File: config.mk
export PLATFORM = sky130hd
export DESIGN_NAME = instruction_fetch
export DESIGN_NICKNAME = d
export VERILOG_FILES = /design/src/rtl/instruction_fetch_pkg.sv /design/src/rtl/instruction_fetch_if_id_reg.sv /design/src/rtl/instruction_fetch.sv
export SDC_FILE = /design/constraint.sdc
export NUM_CORES = 1
export LEC_CHECK = 0
export ABC_AREA = 1
export BUFFER_PORTS_ARGS = -buffer_cell sky130_fd_sc_hd__buf_4
export CAP_MARGIN = 25
export CORE_MARGIN = 2
export CORE_UTILIZATION = 45
export CTS_BUF_LIST = sky130_fd_sc_hd__clkbuf_16
export CTS_CLUSTER_DIAMETER = 40
export CTS_CLUSTER_SIZE = 40
export DETAILED_ROUTE_END_ITERATION = 10
export PLACE_DENSITY = 0.81
export REMOVE_ABC_BUFFERS = 1
export SYNTH_ARGS = -nofsm -noshare
export SYNTH_HDL_FRONTEND = slang
export SYNTH_HIERARCHICAL = 1
export SYNTH_SLANG_ARGS = --single-unit
File: constraint.sdc
create_clock -name clk -period 1.62 [get_ports clk]
set_input_delay 0.081 -clock clk [delete_from_list [all_inputs] [get_ports clk]]
set_output_delay 0.081 -clock clk [all_outputs]
set_load 0.01 [all_outputs]
File: src/rtl/instruction_fetch_pkg.sv
// -----------------------------------------------------------------------------
// instruction_fetch_pkg
//   Shared definitions for the fetch stage: data/address widths, the NOP
//   encoding used for pipeline bubbles, and the default reset and exception
//   vectors.
//   Optional feature macro used by the stage: IFETCH_MISALIGN_TRAP_EN.
// -----------------------------------------------------------------------------
package instruction_fetch_pkg;

  localparam int INSTR_W = 32;
  localparam int ADDR_W  = 32;

  // A bubble carries the all-zero word, which decode treats as a NOP.
  localparam logic [INSTR_W-1:0] NOP_INSTR = 32'h0000_0000;

  localparam logic [ADDR_W-1:0] RESET_PC_DEFAULT   = 32'h0000_0000;
  localparam logic [ADDR_W-1:0] EXC_VECTOR_DEFAULT = 32'h0000_0180;

  // Byte address -> word address; the two low bits never select memory.
  function automatic logic [ADDR_W-1:0] word_addr(input logic [ADDR_W-1:0] byte_addr);
    return {2'b00, byte_addr[ADDR_W-1:2]};
  endfunction

endpackage

File: src/rtl/instruction_fetch_if_id_reg.sv
// -----------------------------------------------------------------------------
// if_id_reg
//   IF/ID pipeline register. Update priority, highest first:
//     rst   -> clear every field
//     flush -> bubble (NOP, valid = 0); id_pc / id_pc_plus4 keep their value
//     stall -> hold every field
//     else  -> capture the fetched word and its PC
//   Ports:
//     clk, rst             clock, synchronous active-high reset
//     flush, stall         pipeline control
//     fetch_instr          word returned by instruction memory
//     fetch_pc             PC the word was fetched from
//     fetch_pc_plus4       fetch_pc + 4
//     id_instr, id_pc,
//     id_pc_plus4, id_valid   registered outputs to decode
// -----------------------------------------------------------------------------
module if_id_reg
  import instruction_fetch_pkg::*;
(
  input  logic               clk,
  input  logic               rst,
  input  logic               flush,
  input  logic               stall,
  input  logic [INSTR_W-1:0] fetch_instr,
  input  logic [ADDR_W-1:0]  fetch_pc,
  input  logic [ADDR_W-1:0]  fetch_pc_plus4,
  output logic [INSTR_W-1:0] id_instr,
  output logic [ADDR_W-1:0]  id_pc,
  output logic [ADDR_W-1:0]  id_pc_plus4,
  output logic               id_valid
);

  always_ff @(posedge clk) begin
    if (rst) begin
      id_instr    <= NOP_INSTR;
      id_pc       <= '0;
      id_pc_plus4 <= '0;
      id_valid    <= 1'b0;
    end else if (flush) begin
      id_instr <= NOP_INSTR;
      id_valid <= 1'b0;
    end else if (!stall) begin
      id_instr    <= fetch_instr;
      id_pc       <= fetch_pc;
      id_pc_plus4 <= fetch_pc_plus4;
      id_valid    <= 1'b1;
    end
  end

endmodule

File: src/rtl/instruction_fetch.sv
// -----------------------------------------------------------------------------
// instruction_fetch
//   Fetch stage: owns the program counter, drives the word address to
//   instruction memory and registers the returned word into IF/ID.
//   Memory samples imem_addr on the falling edge, so imem_data is stable
//   before the next rising edge, where it is captured.
//
//   Control semantics (sampled on the rising edge): redirect_valid is a
//   one-cycle request that always wins over stall and bubbles IF/ID; stall
//   freezes pc and IF/ID for every edge it is high; flush bubbles IF/ID
//   without affecting pc. There is no back-pressure toward later stages.
//
//   Optional feature: IFETCH_MISALIGN_TRAP_EN. When defined, a redirect to a
//   non-word-aligned target loads EXC_VECTOR and pulses misalign_exc for one
//   cycle. When undefined, the target is loaded as-is and misalign_exc is 0.
//
//   Ports:
//     clk, rst                       clock, synchronous active-high reset
//     stall, flush                   pipeline control
//     redirect_valid, redirect_pc    control-flow redirect request/target
//     imem_addr                      word address to memory ({2'b00, pc[31:2]})
//     imem_data                      instruction word from memory
//     pc                             current fetch PC (byte address)
//     id_instr, id_pc, id_pc_plus4, id_valid   IF/ID register outputs
//     misalign_exc                   misaligned-redirect trap pulse
// -----------------------------------------------------------------------------
module instruction_fetch
  import instruction_fetch_pkg::*;
#(
  parameter logic [ADDR_W-1:0] RESET_PC   = RESET_PC_DEFAULT,
  parameter logic [ADDR_W-1:0] EXC_VECTOR = EXC_VECTOR_DEFAULT
) (
  input  logic               clk,
  input  logic               rst,
  input  logic               stall,
  input  logic               flush,
  input  logic               redirect_valid,
  input  logic [ADDR_W-1:0]  redirect_pc,
  output logic [ADDR_W-1:0]  imem_addr,
  input  logic [INSTR_W-1:0] imem_data,
  output logic [ADDR_W-1:0]  pc,
  output logic [INSTR_W-1:0] id_instr,
  output logic [ADDR_W-1:0]  id_pc,
  output logic [ADDR_W-1:0]  id_pc_plus4,
  output logic               id_valid,
  output logic               misalign_exc
);

  logic [ADDR_W-1:0] pc_plus4;
  logic [ADDR_W-1:0] pc_next;
  logic              bubble;

  // 32-bit modulo add: 32'hFFFF_FFFC wraps to 0.
  assign pc_plus4  = pc + 32'd4;
  assign imem_addr = word_addr(pc);
  // Any redirect also discards the word currently being fetched.
  assign bubble    = flush | redirect_valid;

`ifdef IFETCH_MISALIGN_TRAP_EN
  logic misalign_hit;
  assign misalign_hit = redirect_valid && (redirect_pc[1:0] != 2'b00);
`endif

  always_comb begin
    pc_next = pc_plus4;
    if (redirect_valid) begin
`ifdef IFETCH_MISALIGN_TRAP_EN
      pc_next = misalign_hit ? EXC_VECTOR : redirect_pc;
`else
      pc_next = redirect_pc;
`endif
    end else if (stall) begin
      pc_next = pc;
    end
  end

  always_ff @(posedge clk) begin
    if (rst) begin
      pc <= RESET_PC;
    end else begin
      pc <= pc_next;
    end
  end

`ifdef IFETCH_MISALIGN_TRAP_EN
  // Registered so the pulse occupies the cycle after the redirect edge.
  always_ff @(posedge clk) begin
    if (rst) begin
      misalign_exc <= 1'b0;
    end else begin
      misalign_exc <= misalign_hit;
    end
  end
`else
  assign misalign_exc = 1'b0;
`endif

  if_id_reg u_if_id_reg (
    .clk            (clk),
    .rst            (rst),
    .flush          (bubble),
    .stall          (stall),
    .fetch_instr    (imem_data),
    .fetch_pc       (pc),
    .fetch_pc_plus4 (pc_plus4),
    .id_instr       (id_instr),
    .id_pc          (id_pc),
    .id_pc_plus4    (id_pc_plus4),
    .id_valid       (id_valid)
  );

endmodule

==> results of run 1 <==
-- critical path: cells and delay by family (launching register included) --
family	cells	cell delay, ps
buf+inv	2	190
flops	1	360
fa+ha+maj	1	150
simple gates	10	780
-- report_power, final --
| part | switching [W] | total [W] | internal [W] |
|---|---|---|---|
| combinational | 0.000676 | 0.00135 | 0.000676 |
| clock | 0.00143 | 0.00333 | 0.00191 |
| sequential | 0.000101 | 0.00342 | 0.00332 |
-- registers in the layout (all words and copies together), names as in the netlist --
| register | cells |
|---|---|
| pc | 32 |
| u_if_id_reg/id_instr | 32 |
| u_if_id_reg/id_pc | 32 |
| u_if_id_reg/id_pc_plus4 | 32 |
| u_if_id_reg/id_valid | 1 |
-- final cells by class --
type,count,share of cell area
clock buffers,17,0.0456
clock inverters,14,0.00858
flip-flops and latches,129,0.278
well taps,180,0.0241
repair buffers,331,0.290
inverters,112,0.0451
multi-input cells,636,0.309
-- cells in the final DEF (no fill, tap or decap), types with 11 or more instances in the layout --
| cell type | netlist | final |
|---|---|---|
| sky130_fd_sc_hd__dlygate4sd3_1 | 0 | 45 |
| sky130_fd_sc_hd__o21ai_0 | 13 | 13 |
| sky130_fd_sc_hd__buf_4 | 37 | 277 |
| sky130_fd_sc_hd__a21oi_1 | 55 | 54 |
| sky130_fd_sc_hd__nor2_4 | 10 | 11 |
| sky130_fd_sc_hd__clkbuf_16 | 0 | 17 |
| sky130_fd_sc_hd__nand2_1 | 329 | 328 |
| sky130_fd_sc_hd__nand3_1 | 15 | 14 |
| sky130_fd_sc_hd__dfxtp_1 | 129 | 122 |
| sky130_fd_sc_hd__inv_1 | 109 | 111 |
| sky130_fd_sc_hd__nor2_1 | 158 | 156 |
-- repair_timing --
| action | 4_1_cts | 5_1_grt |
|---|---|---|
| hold buffers | 45 | 0 |
| resized for setup | 1 | 19 |
| pin swaps | 0 | 12 |
| endpoints found under the setup margin | 1 | 31 |
| buffers inserted | 0 | 5 |
| hold endpoints to repair | 44 | 0 |
-- routing by layer --
metal / vias up / GRT usage
li1: 3362 / -
met1: 3071 / 0.289
met2: 295 / 0.452
met3: 27 / 0.0899
met4: 0 / 0.0934
met5: - / 0
-- metrics by stage --
stage	utilization	total power [W]	cells
6_report	0.675	0.00810	1419
5_1_grt	0.675	0.00846	1419
4_1_cts	0.667	0.00813	1414
3_5_place_dp	0.598	0.00472	1338
3_3_place_gp	0.598	0.00470	1338
2_1_floorplan	-	0.00401	877
-- worst min path at each step --
stage / slack [ps] / endpoint
after floorplan: 150 / pc[0]
after global placement: 330 / pc[0]
after global routing: 50 / pc[3]
final: 30 / pc[3]
after detailed placement: 330 / pc[0]
after CTS: 8 / pc[3]
-- logic make-up after synthesis --
kind of cell               count (synthesis)
and+or+nand+nor                          532
DFF                                      129
buffers and inverters                    190
xor gates and xnor gates                  15
other                                      1
adders and majority gates                  1
AOI/OAI and AO/OA                         85
==> impl_summary.md, run 1 <==
Outcome
The flow ran to the end, and the final reports show no timing, DRC or antenna violations.

Timing
The final critical-path required period is approximately 1600 ps. The portion of the clock cycle consumed by the worst path in the final layout is 0.967. The number of hold-slack violations in the final timing report was 0. The number of setup violations in the final report is 0. The final number of max-transition violations is 0. The highest clock frequency the design can meet is 638 MHz. The worst clock skew is 13.0 ps. Hold is met by 28.0 ps. After routing, the total negative slack on setup checks comes to 0 ps. Setup slack closes at 53.3 ps. Setup repair after global routing could not meet its margin everywhere.

Route
The detailed-route wire length per cell is approximately 14 um. The detailed-routing wirelength on met1 is between 7 and 8 mm. The detailed router finished its first iteration with 416 violations.

The final antenna-violating net count is 0. The first-pass iteration count of the detailed router is 5. The met2 layer wire length in the routed design is 9.61 mm. The highest metal layer used by the detailed router is met4. The post-detailed-route DRC marker count is 0. The final route contains between 6000 and 7000 vias.

After detailed routing, the total wire length is 19.6 mm. The met3 wire length is roughly 1.9 mm. The detail-routed via count per cell is between 4 and 5.

Power
In this run the power density over the cells is 868 nW/um2. In this run the static leakage power is 4.42 nW. Across the VDD grid, the largest voltage drop is 0.661 mV.

Yosys
Of the total synthesized cell area, the portion taken by AND, OR, NAND and NOR gates is 0.338. The combinational family with the most area after synthesis is simple AND/OR/NAND/NOR gates. The register area share after synthesis is 0.406. The cell count after synthesis is 953. The mean area per synthesized cell is 6.68 um2. The cell area after synthesis is 6370 um2. Of the post-synthesis cell area, the part taken by muxes is 0. For this run, the leading register cell type out of synthesis is sky130_fd_sc_hd__dfxtp_1. After synthesis, the netlist uses 28 different library cells. The synthesized design contains 0 enable-type register cells. The number of warnings reported in the yosys synthesis log is 6. The cell taking the most area after synthesis is sky130_fd_sc_hd__dfxtp_1. After synthesis the netlist holds a flip-flop and latch count of roughly 130.

The commonest cells after synthesis are sky130_fd_sc_hd__nand2_1 (329), sky130_fd_sc_hd__nor2_1 (158), sky130_fd_sc_hd__dfxtp_1 (129), sky130_fd_sc_hd__inv_1 (109), sky130_fd_sc_hd__a21oi_1 (55). The fraction of registers with async set or reset after synthesis is 0. By area the synthesized netlist is led by sky130_fd_sc_hd__dfxtp_1 (41%), sky130_fd_sc_hd__nand2_1 (19%), sky130_fd_sc_hd__nor2_1 (9.3%), sky130_fd_sc_hd__inv_1 (6.4%), sky130_fd_sc_hd__buf_4 (4.4%). The most common cell in the netlist is sky130_fd_sc_hd__nand2_1. The share of Yosys cell area claimed by the top area cell type is 0.406.

The fraction of synthesized cell area in xor and xnor cells is 0.0289. Of the total synthesized cell area, the portion taken by full adders, half adders and majority gates is 0.00196. The post-synthesis compound-gate area fraction is 0.0741.

Die
After floorplanning, the core was divided into 43 placement rows. The starting density of the core is 0.461. For this design the top-level I/O count stands at 231. The vertical die dimension is ~120 um. After floorplanning, the core was sized to cover 13800 um2. The die is 123 um wide. The area of the die is between 15000 and 20000 um2.

Final layout
0 antenna diodes ended up in the layout. Relative to the synthesized area, the layout overhead comes to 46.5%. The number of nets in the finished design is 1297. The proportion of layout cells with a drive suffix above 1 is 0.295.

The register area is roughly 2600 um2. The cell area after layout is 9330 um2. The filler cells instantiated in the layout total between 1000 and 1500.

The multi-input combinational cells in the finished layout cover a total of between 2000 and 3000 um2.

Setup path
In this run the critical register-to-register path is captured at u_if_id_reg/id_pc_plus4[30]. The worst setup path is captured at a flip-flop. Among the stages of the critical path, the cell type that occurs most often is sky130_fd_sc_hd__nand2_1. Tracing the worst setup path back leads to its startpoint at pc[3].

The highest-delay cell along the critical path is sky130_fd_sc_hd__dfxtp_4. The length in cells of the worst reg-to-reg path is 13. Traced cell by cell, the critical path runs through ha_4 -> nand2_4 -> nor2_4 -> nand2_4 -> buf_6 -> nor2_4 -> nand2_1 -> nand2_1 -> nand2_1 -> inv_1 -> nand2_1 -> nand2_1 -> nor2_1. In this run the worst setup path terminates at u_if_id_reg/id_pc_plus4[30].

For the worst setup path, the data arrival time is around 1900 ps. The beginning of the worst register-to-register path is pc[3]. The startpoint kind of the worst setup timing path is a flip-flop.

The start-to-end type of the worst setup path is reg2reg. In this run the worst path has a maximum fanout of 3. The flop-to-flop setup slack is 50 ps. The critical path data required time is 1940 ps.

The maximum single-stage delay on the critical path is roughly 360 ps.

Placement
The pre-CTS setup slack is 28.9 ps. Routability-driven placement finished with a final weighted congestion of 0.901. Summed over all nets, the half-perimeter wirelength after detailed placement is 13.1 mm. Buffers placed on the I/O ports in this run total between 200 and 250.

After detailed placement, the total cell area comes to between 8000 and 9000 um2.

GRT
The wire length of the first global-routing pass is 30.1 mm. Entering global routing, the biggest net connects 56 pins. Summed over all layers, the global routing overflow is 0. The number of global-route vias before repair is roughly 6400.

The initial antenna violation count is 0. Across every metal layer, demand over resource in global routing totals 0.258.

Job
The reported max-cap violation count is 0.

CTS
Clock tree synthesis inserted a total of 17 buffers. The sink count of the clock tree is 129. The clock tree root buffer cell is sky130_fd_sc_hd__clkbuf_16. The maximum level of the CTS H-tree is 4. Clock latency on the worst-skew pair, taken at its later pin, is 420 ps. No sink is reached through more buffers than the 2 on the longest clock path. TritonCTS built the clock tree. The clock-pin transition on the worst setup and hold timing paths is 60 ps.

Min path
The min-delay analysis places its worst path in the category in2reg. The hold-critical path depth is 4. The worst hold path begins at redirect_pc[3].
(Power assumes the default switching activity.)
==> inputs of run 2 (changes only) <==
--- a/config.mk
+++ b/config.mk
@@ -14,7 +14,7 @@
 export CTS_CLUSTER_DIAMETER = 40
 export CTS_CLUSTER_SIZE = 40
 export DETAILED_ROUTE_END_ITERATION = 10
-export PLACE_DENSITY = 0.81
+export PLACE_DENSITY = 0.89
 export REMOVE_ABC_BUFFERS = 1
 export SYNTH_ARGS = -nofsm -noshare
 export SYNTH_HDL_FRONTEND = slang
==> run 2 against run 1 <==
  * The run now ends with negative setup slack left
  * Count of clock-buffer cells in the layout stayed put
  * Critical path type unchanged
  * Routed wire length is 6.7% higher
  * Via count rose by 1.9%
  * Global-route usage grew 1.7 points
  * Register-to-register slack got worse by 130 ps
  * Flip-flop and latch count stayed put
==> impl_summary.md, run 2 (synthesized netlist as in run 1, its figures left out) <==
Final layout
The area growth from synthesis to layout is 48.5%. The number of nets in the finished design is 1294 (-0.23%). The count of antenna diodes in the layout came to 0 (unchanged). The library cell used most frequently in the layout, excluding fill and tap cells, is sky130_fd_sc_hd__nand2_1. The layout filler cell count was 1089 (-5.1%). In the layout the commonest cells are sky130_fd_sc_hd__nand2_1 (325), sky130_fd_sc_hd__buf_4 (269), sky130_fd_sc_hd__nor2_1 (156). The proportion of layout cells with a drive suffix above 1 is 0.293 (-0.00114).

Route
The met2 layer wire length in the routed design came to 10.3 mm (+7.5%). The highest metal layer used by the detailed router is met4. The total via count after detailed routing is 6881 (+1.9%). The first-pass iteration count of the detailed router is 5 (unchanged). The post-detailed-route DRC marker count came to 0 (unchanged). The total routed wirelength is 20.9 mm (+6.7%). The detail-routed via count per cell is 4.86 (+2.0%). The starting DRC count in detailed routing is 500 (+20%). The met3 wire length is 1.83 mm (-2.9%).

The detailed-route wire length per cell was 14.7 um (+6.8%). The final antenna-violating net count was 0 (unchanged). The detailed-routing wirelength on met1 is 8.22 mm (+6.2%).

Setup path
The start-to-end type of the worst setup path is reg2reg. The worst path arrival time was 2060 ps (+170 ps). The count of buffering cells on the critical path with inverters included is 1 (-1). The most numerous cell on the critical path is sky130_fd_sc_hd__nand2_1. The length in cells of the worst reg-to-reg path is 12 (-1). The reg-to-reg critical path endpoint is u_if_id_reg/id_pc_plus4[26]. The critical path data required time is 1980 ps (+40 ps). The critical path capture point type is a flip-flop. The maximum fanout along the worst path was 5 (+2). STA classifies the critical path startpoint as a flip-flop. The cell family contributing the most delay on the critical path is simple AND/OR/NAND/NOR gates. The maximum single-stage delay on the critical path is 370 ps (about the same). For this design, the slowest cell found on the critical path is sky130_fd_sc_hd__dfxtp_2.

The flop-to-flop setup slack is -80 ps (-130 ps). The beginning of the worst register-to-register path is pc[3]. Traced cell by cell, the critical path runs through ha_4 -> nand2_4 -> nor2_4 -> nand2_4 -> nor2_4 -> nand2_1 -> nand2_1 -> and2_1 -> inv_1 -> nand2_1 -> nand2_1 -> nor2_1.

Power
The leakage power figure came to 4.46 nW (+0.97%). The maximum VDD drop is 0.723 mV (+9.5%). The power per cell area came to 952 nW/um2 (+9.6%).

Timing
The final critical-path required period came to 1700 ps (+129 ps). The total negative slack was -89.6 ps (-89.6 ps). The number of hold-slack violations in the final timing report was 0 (unchanged). The highest clock frequency the design can meet came to 590 MHz (-7.6%).

The portion of the clock cycle consumed by the worst path in the final layout was 1.05 (+0.0794). The final worst setup slack is -75.4 ps (-129 ps). The final number of max-transition violations is 0 (unchanged).

The worst clock skew came to 8.54 ps (-4.42 ps). Setup repair after global routing could not meet its margin everywhere. The number of setup violations in the final report is 2 (+2).

GRT
The largest net degree at the start of global routing is 41 (-27%). The total grt overflow came to 0 (unchanged). The wire length of the first global-routing pass is 32.4 mm (+7.6%).

The number of global-route vias before repair is 6645 (+3.7%). The initial antenna violation count is 0 (unchanged). The global-route total usage across every layer is 0.276 (+0.0174).

Placement
The half-perimeter wire length after detailed placement is 13.8 mm (+5.5%). The final estimated routing congestion in global placement is 0.917 (+1.8%). The count of input and output buffers is 227 (unchanged). The pre-CTS setup slack is -0.995 ps (-29.9 ps).

Die
The vertical die dimension is 123 um (unchanged). The area of the die came to 15100 um2 (unchanged). The floorplan core area is 13800 um2 (unchanged). The die width is 123 um (unchanged). The starting density of the core was 0.461 (unchanged). The I/O pin total was 231 (unchanged). The number of standard-cell rows in the floorplan was 43 (unchanged).

Min path
The path class of the tightest hold or removal check is in2reg. The critical hold path startpoint is redirect_pc[19]. The worst hold endpoint is pc[19].

The hold-critical path depth is 5 (+1).

CTS
The clock tree root buffer cell is sky130_fd_sc_hd__clkbuf_16. The clock-pin transition on the worst setup and hold timing paths was 60 ps (about the same). The maximum number of buffers from clock root to sink is 2 (unchanged).

The CTS buffer count is 17 (unchanged). TritonCTS built the clock tree. The clock latency on the worst-skew pair is 420 ps (about the same). The sink count of the clock tree is 129 (unchanged).

The maximum level of the CTS H-tree is 4 (unchanged).

Outcome
The checks that failed: negative setup slack. The run finished, with violations left.

Job
The reported max-cap violation count came to 0 (unchanged).
## run 2: cell types whose count changed in the layout (fill, tap and decap cells not counted), sizes merged
cell	before	now
bufinv	0	5
buf	286	282
clkinv	9	6
dlygate4sd3	45	46
inv	115	114
## run 2: through the flow
stage / power (W) / cell area (um2) / std cells / util / hold WS [ps]
final: 0.00900 / 9460 / 1417 / 0.684 / 15.3
after global routing: 0.00934 / 9460 / 1417 / 0.684 / 16.4
after CTS: 0.00900 / 9310 / 1410 / 0.674 / 6.63
after detailed placement: 0.00472 / 8210 / 1331 / 0.593 / 344
after global placement: 0.00469 / 8210 / 1331 / 0.593 / 333
after floorplan: 0.00401 / 5830 / 877 / - / 150
## run 2: timing repair
item | in CTS | in global routing
pin swaps | 2 | 17
hold endpoints to repair | 48 | 0
setup buffers | 0 | 8
setup endpoints to repair | 2 | 38
hold buffers | 47 | 0
resized for setup | 0 | 24
## run 2: worst max path at each step
stage / startpoint / to / depth (start not counted)
floorplan: redirect_valid / u_if_id_reg/id_pc[0] / 5
global placement: pc[2] / u_if_id_reg/id_pc_plus4[26] / 11
detailed placement: pc[3] / u_if_id_reg/id_pc_plus4[26] / 11
CTS: rst / u_if_id_reg/id_instr[25] / 6
global route: pc[3] / u_if_id_reg/id_pc_plus4[26] / 12
finish: pc[3] / u_if_id_reg/id_pc_plus4[26] / 12
## run 2: metal layers
metal,global-route usage,vias up
met2,0.480,303
met1,0.310,3187
li1,-,3349
met4,0.117,0
met5,0,-
met3,0.0853,42
## run 2: area by class of cell
type	count	area (um2)	area share
Clock inverter	15	213	0.0225
Inverter	112	420	0.0445
Multi-Input combinational cell	636	2890	0.305
Tap cell	180	225	0.0238
Clock buffer	17	425	0.0450
Timing Repair Buffer	328	2700	0.285
Sequential cell	129	2590	0.274
## run 2: worst reg2reg max path: cells and delay by family (launching register included)
family	cells	cell delay, ps
and+or+nand+nor	10	1060
adders and majority gates	1	160
buffers and inverters	1	60
DFF	1	370
## run 2: where the power goes
group	switching, W	internal [W]
Sequential	0.000108	0.00332
Clock	0.00149	0.00272
Combinational	0.000694	0.000675
Total	0.00229	0.00671
==> inputs of run 3 (changes only) <==
--- a/config.mk
+++ b/config.mk
@@ -20,3 +20,4 @@
 export SYNTH_HDL_FRONTEND = slang
 export SYNTH_HIERARCHICAL = 1
 export SYNTH_SLANG_ARGS = --single-unit
+export TNS_END_PERCENT = 5
==> run 3 against run 2 <==
  * The flow still finishes with violations (negative setup slack)
  * Via count barely moved
  * Clock skew rose by 0.90 ps
  * First-iteration DRC count fell by 6.6%
  * Total power fell by 0.22%
  * Flip-flop and latch count did not move
  * Critical path type unchanged
  * Sequential power barely moved
  * Critical path depth fell by 2
  * Highest routed layer unchanged
  * Design area fell by 0.94%
  * Combinational power barely moved
==> impl_summary.md, run 3 (synthesized netlist as in run 1, its figures left out) <==
Timing
The portion of the clock cycle consumed by the worst path in the final layout is 1.00 (-0.0442). The number of setup violations in the final report was 2 (unchanged). The worst clock skew came to 9.44 ps (+0.905 ps). The highest clock frequency the design can meet is 616 MHz (+4.4%). The final critical-path required period is 1620 ps (-71.5 ps). Setup repair after global routing could not meet its margin everywhere. The number of hold-slack violations in the final timing report is 0 (unchanged). The final worst setup slack is -3.83 ps (+71.5 ps).

The final number of max-transition violations is 0 (unchanged).

Placement
The pre-CTS setup slack is -0.995 ps (unchanged). The final estimated routing congestion in global placement is 0.917 (unchanged). The half-perimeter wire length after detailed placement came to 13.8 mm (unchanged). The count of input and output buffers is 227 (unchanged).

Final layout
Leaving out fill and tap cells, the most frequent cell in the layout is sky130_fd_sc_hd__nand2_1. The area of the multi-input gates is 2870 um2 (-0.65%). The count of antenna diodes in the layout came to 0 (unchanged). The library cells used most frequently in the layout, excluding fill and tap cells, are sky130_fd_sc_hd__nand2_1 (328), sky130_fd_sc_hd__buf_4 (267), sky130_fd_sc_hd__nor2_1 (156). The number of nets in the finished design is 1288 (-0.46%). The share of the core filled with cells in the final layout was 0.678 (-0.00642). The register area is 2590 um2 (about the same). From synthesis to final layout, the design area changed by 47.1%. The proportion of layout cells with a drive suffix above 1 was 0.287 (-0.00669). The layout filler cell count is 1113 (+2.2%).

Route
The starting DRC count in detailed routing is 467 (-6.6%). The final antenna-violating net count was 0 (unchanged). The total via count after detailed routing is 6882 (+0.015%).

The post-detailed-route DRC marker count is 0 (unchanged). The total routed wirelength is 20.6 mm (-1.1%). The detailed-route wire length per cell is 14.6 um (-0.70%). The first-pass iteration count of the detailed router is 6 (+1). The detail-routed via count per cell is 4.88 (+0.44%).

Setup path
The critical path capture point type is a flip-flop. The maximum fanout along the worst path is 5 (unchanged). The worst path arrival time came to 1980 ps (-80 ps). The start-to-end type of the worst setup path is reg2reg. The startpoint kind of the worst setup timing path is a flip-flop.

The critical path data required time is 1980 ps (about the same).

CTS
The CTS buffer count came to 17 (unchanged). The clock-pin transition on the worst setup and hold timing paths is 60 ps (about the same). The clock latency on the worst-skew pair was 420 ps (about the same). The sink count of the clock tree is 129 (unchanged). The maximum number of buffers from clock root to sink was 2 (unchanged).

TritonCTS built the clock tree. The clock tree root buffer cell is sky130_fd_sc_hd__clkbuf_16. The maximum level of the CTS H-tree is 4 (unchanged).

GRT
The largest net degree at the start of global routing is 41 (unchanged). The number of global-route vias before repair is 6645 (unchanged). The total grt overflow is 0 (unchanged). The wire length of the first global-routing pass is 32.4 mm (unchanged). The initial antenna violation count is 0 (unchanged). The global-route total usage across every layer is 0.276 (unchanged).

Power
The maximum VDD drop came to 0.724 mV (+0.15%). The power per cell area is 959 nW/um2 (+0.73%). The leakage power figure came to 4.39 nW (-1.5%).

Min path
The min-delay analysis places its worst path in the category in2reg.

Job
The reported max-cap violation count is 0 (unchanged).

Die
The starting density of the core is 0.461 (unchanged). The area of the die is 15100 um2 (unchanged). The number of standard-cell rows in the floorplan is 43 (unchanged). The die width is 123 um (unchanged). The floorplan core area was 13800 um2 (unchanged). The vertical die dimension is 123 um (unchanged).

The I/O pin total is 231 (unchanged).

Outcome
The run finished, with violations left. The final reports fail on negative setup slack.
## run 3: changes by cell type in the layout (fill, tap and decap cells not counted), sizes merged
| cell | change |
|---|---|
| buf | -6 |
## run 3: metal layers
layer | up-vias | wire [um] | GRT usage
met5 | - | 0 | 0
met4 | 0 | 469 | 0.117
met3 | 42 | 1870 | 0.0853
met2 | 325 | 10300 | 0.480
met1 | 3175 | 7990 | 0.310
li1 | 3340 | - | -
## run 3: critical path: stages, from the launching register on
cell and delay, ps:
sky130_fd_sc_hd__dfxtp_2 360, sky130_fd_sc_hd__buf_6 130, sky130_fd_sc_hd__nand2_2 60, sky130_fd_sc_hd__nor2_4 170
sky130_fd_sc_hd__nand2_4 110, sky130_fd_sc_hd__nor2_4 220, sky130_fd_sc_hd__xor2_2 190, sky130_fd_sc_hd__inv_1 90
sky130_fd_sc_hd__nand2_1 80, sky130_fd_sc_hd__nand2_1 50, sky130_fd_sc_hd__nor2_1 90
## run 3: what timing repair did
item | in CTS | in global routing
resized for setup | 0 | 15
hold buffers | 47 | 0
buffers inserted | 0 | 2
setup endpoints to repair | 2 | 38
hold endpoints to repair | 48 | 0
pin swaps | 2 | 8
## run 3: power by group
group / switching [W] / internal (W) / leakage (nW)
registers: 0.000105 / 0.00332 / 1.06
logic: 0.000690 / 0.000666 / 3.03
clock network: 0.00149 / 0.00272 / 0.306
total: 0.00228 / 0.00670 / 4.39
## run 3: stage by stage
stage	total power, W	cells	hold slack [ps]	area (um2)	TNS [ps]
global route	0.00932	1411	17.8	9370	-573
detailed placement	0.00472	1331	344	8210	-0.995
global placement	0.00469	1331	333	8210	0
CTS	0.00900	1410	6.63	9310	0
floorplan	0.00401	877	150	5830	-31070
finish	0.00898	1411	15.0	9370	-6.28
## run 3: worst paths after layout
check                          startpoint                          end  slack (ps)  depth (start not counted)
setup reg to reg                    pc[3]  u_if_id_reg/id_pc_plus4[17]          -4                         10
hold / removal            redirect_pc[19]                       pc[19]          10                          5
hold reg to reg   u_if_id_reg/id_instr[8]      u_if_id_reg/id_instr[8]         470                          2
setup / recovery                    pc[3]  u_if_id_reg/id_pc_plus4[17]          -4                         10
## run 3: cell type report
class                           instances  area share
Sequential cell                       129       0.276
Clock inverter                         15      0.0227
Clock buffer                           17      0.0454
Timing Repair Buffer                  322       0.281
Inverter                              112      0.0449
Tap cell                              180      0.0240
Multi-Input combinational cell        636       0.306
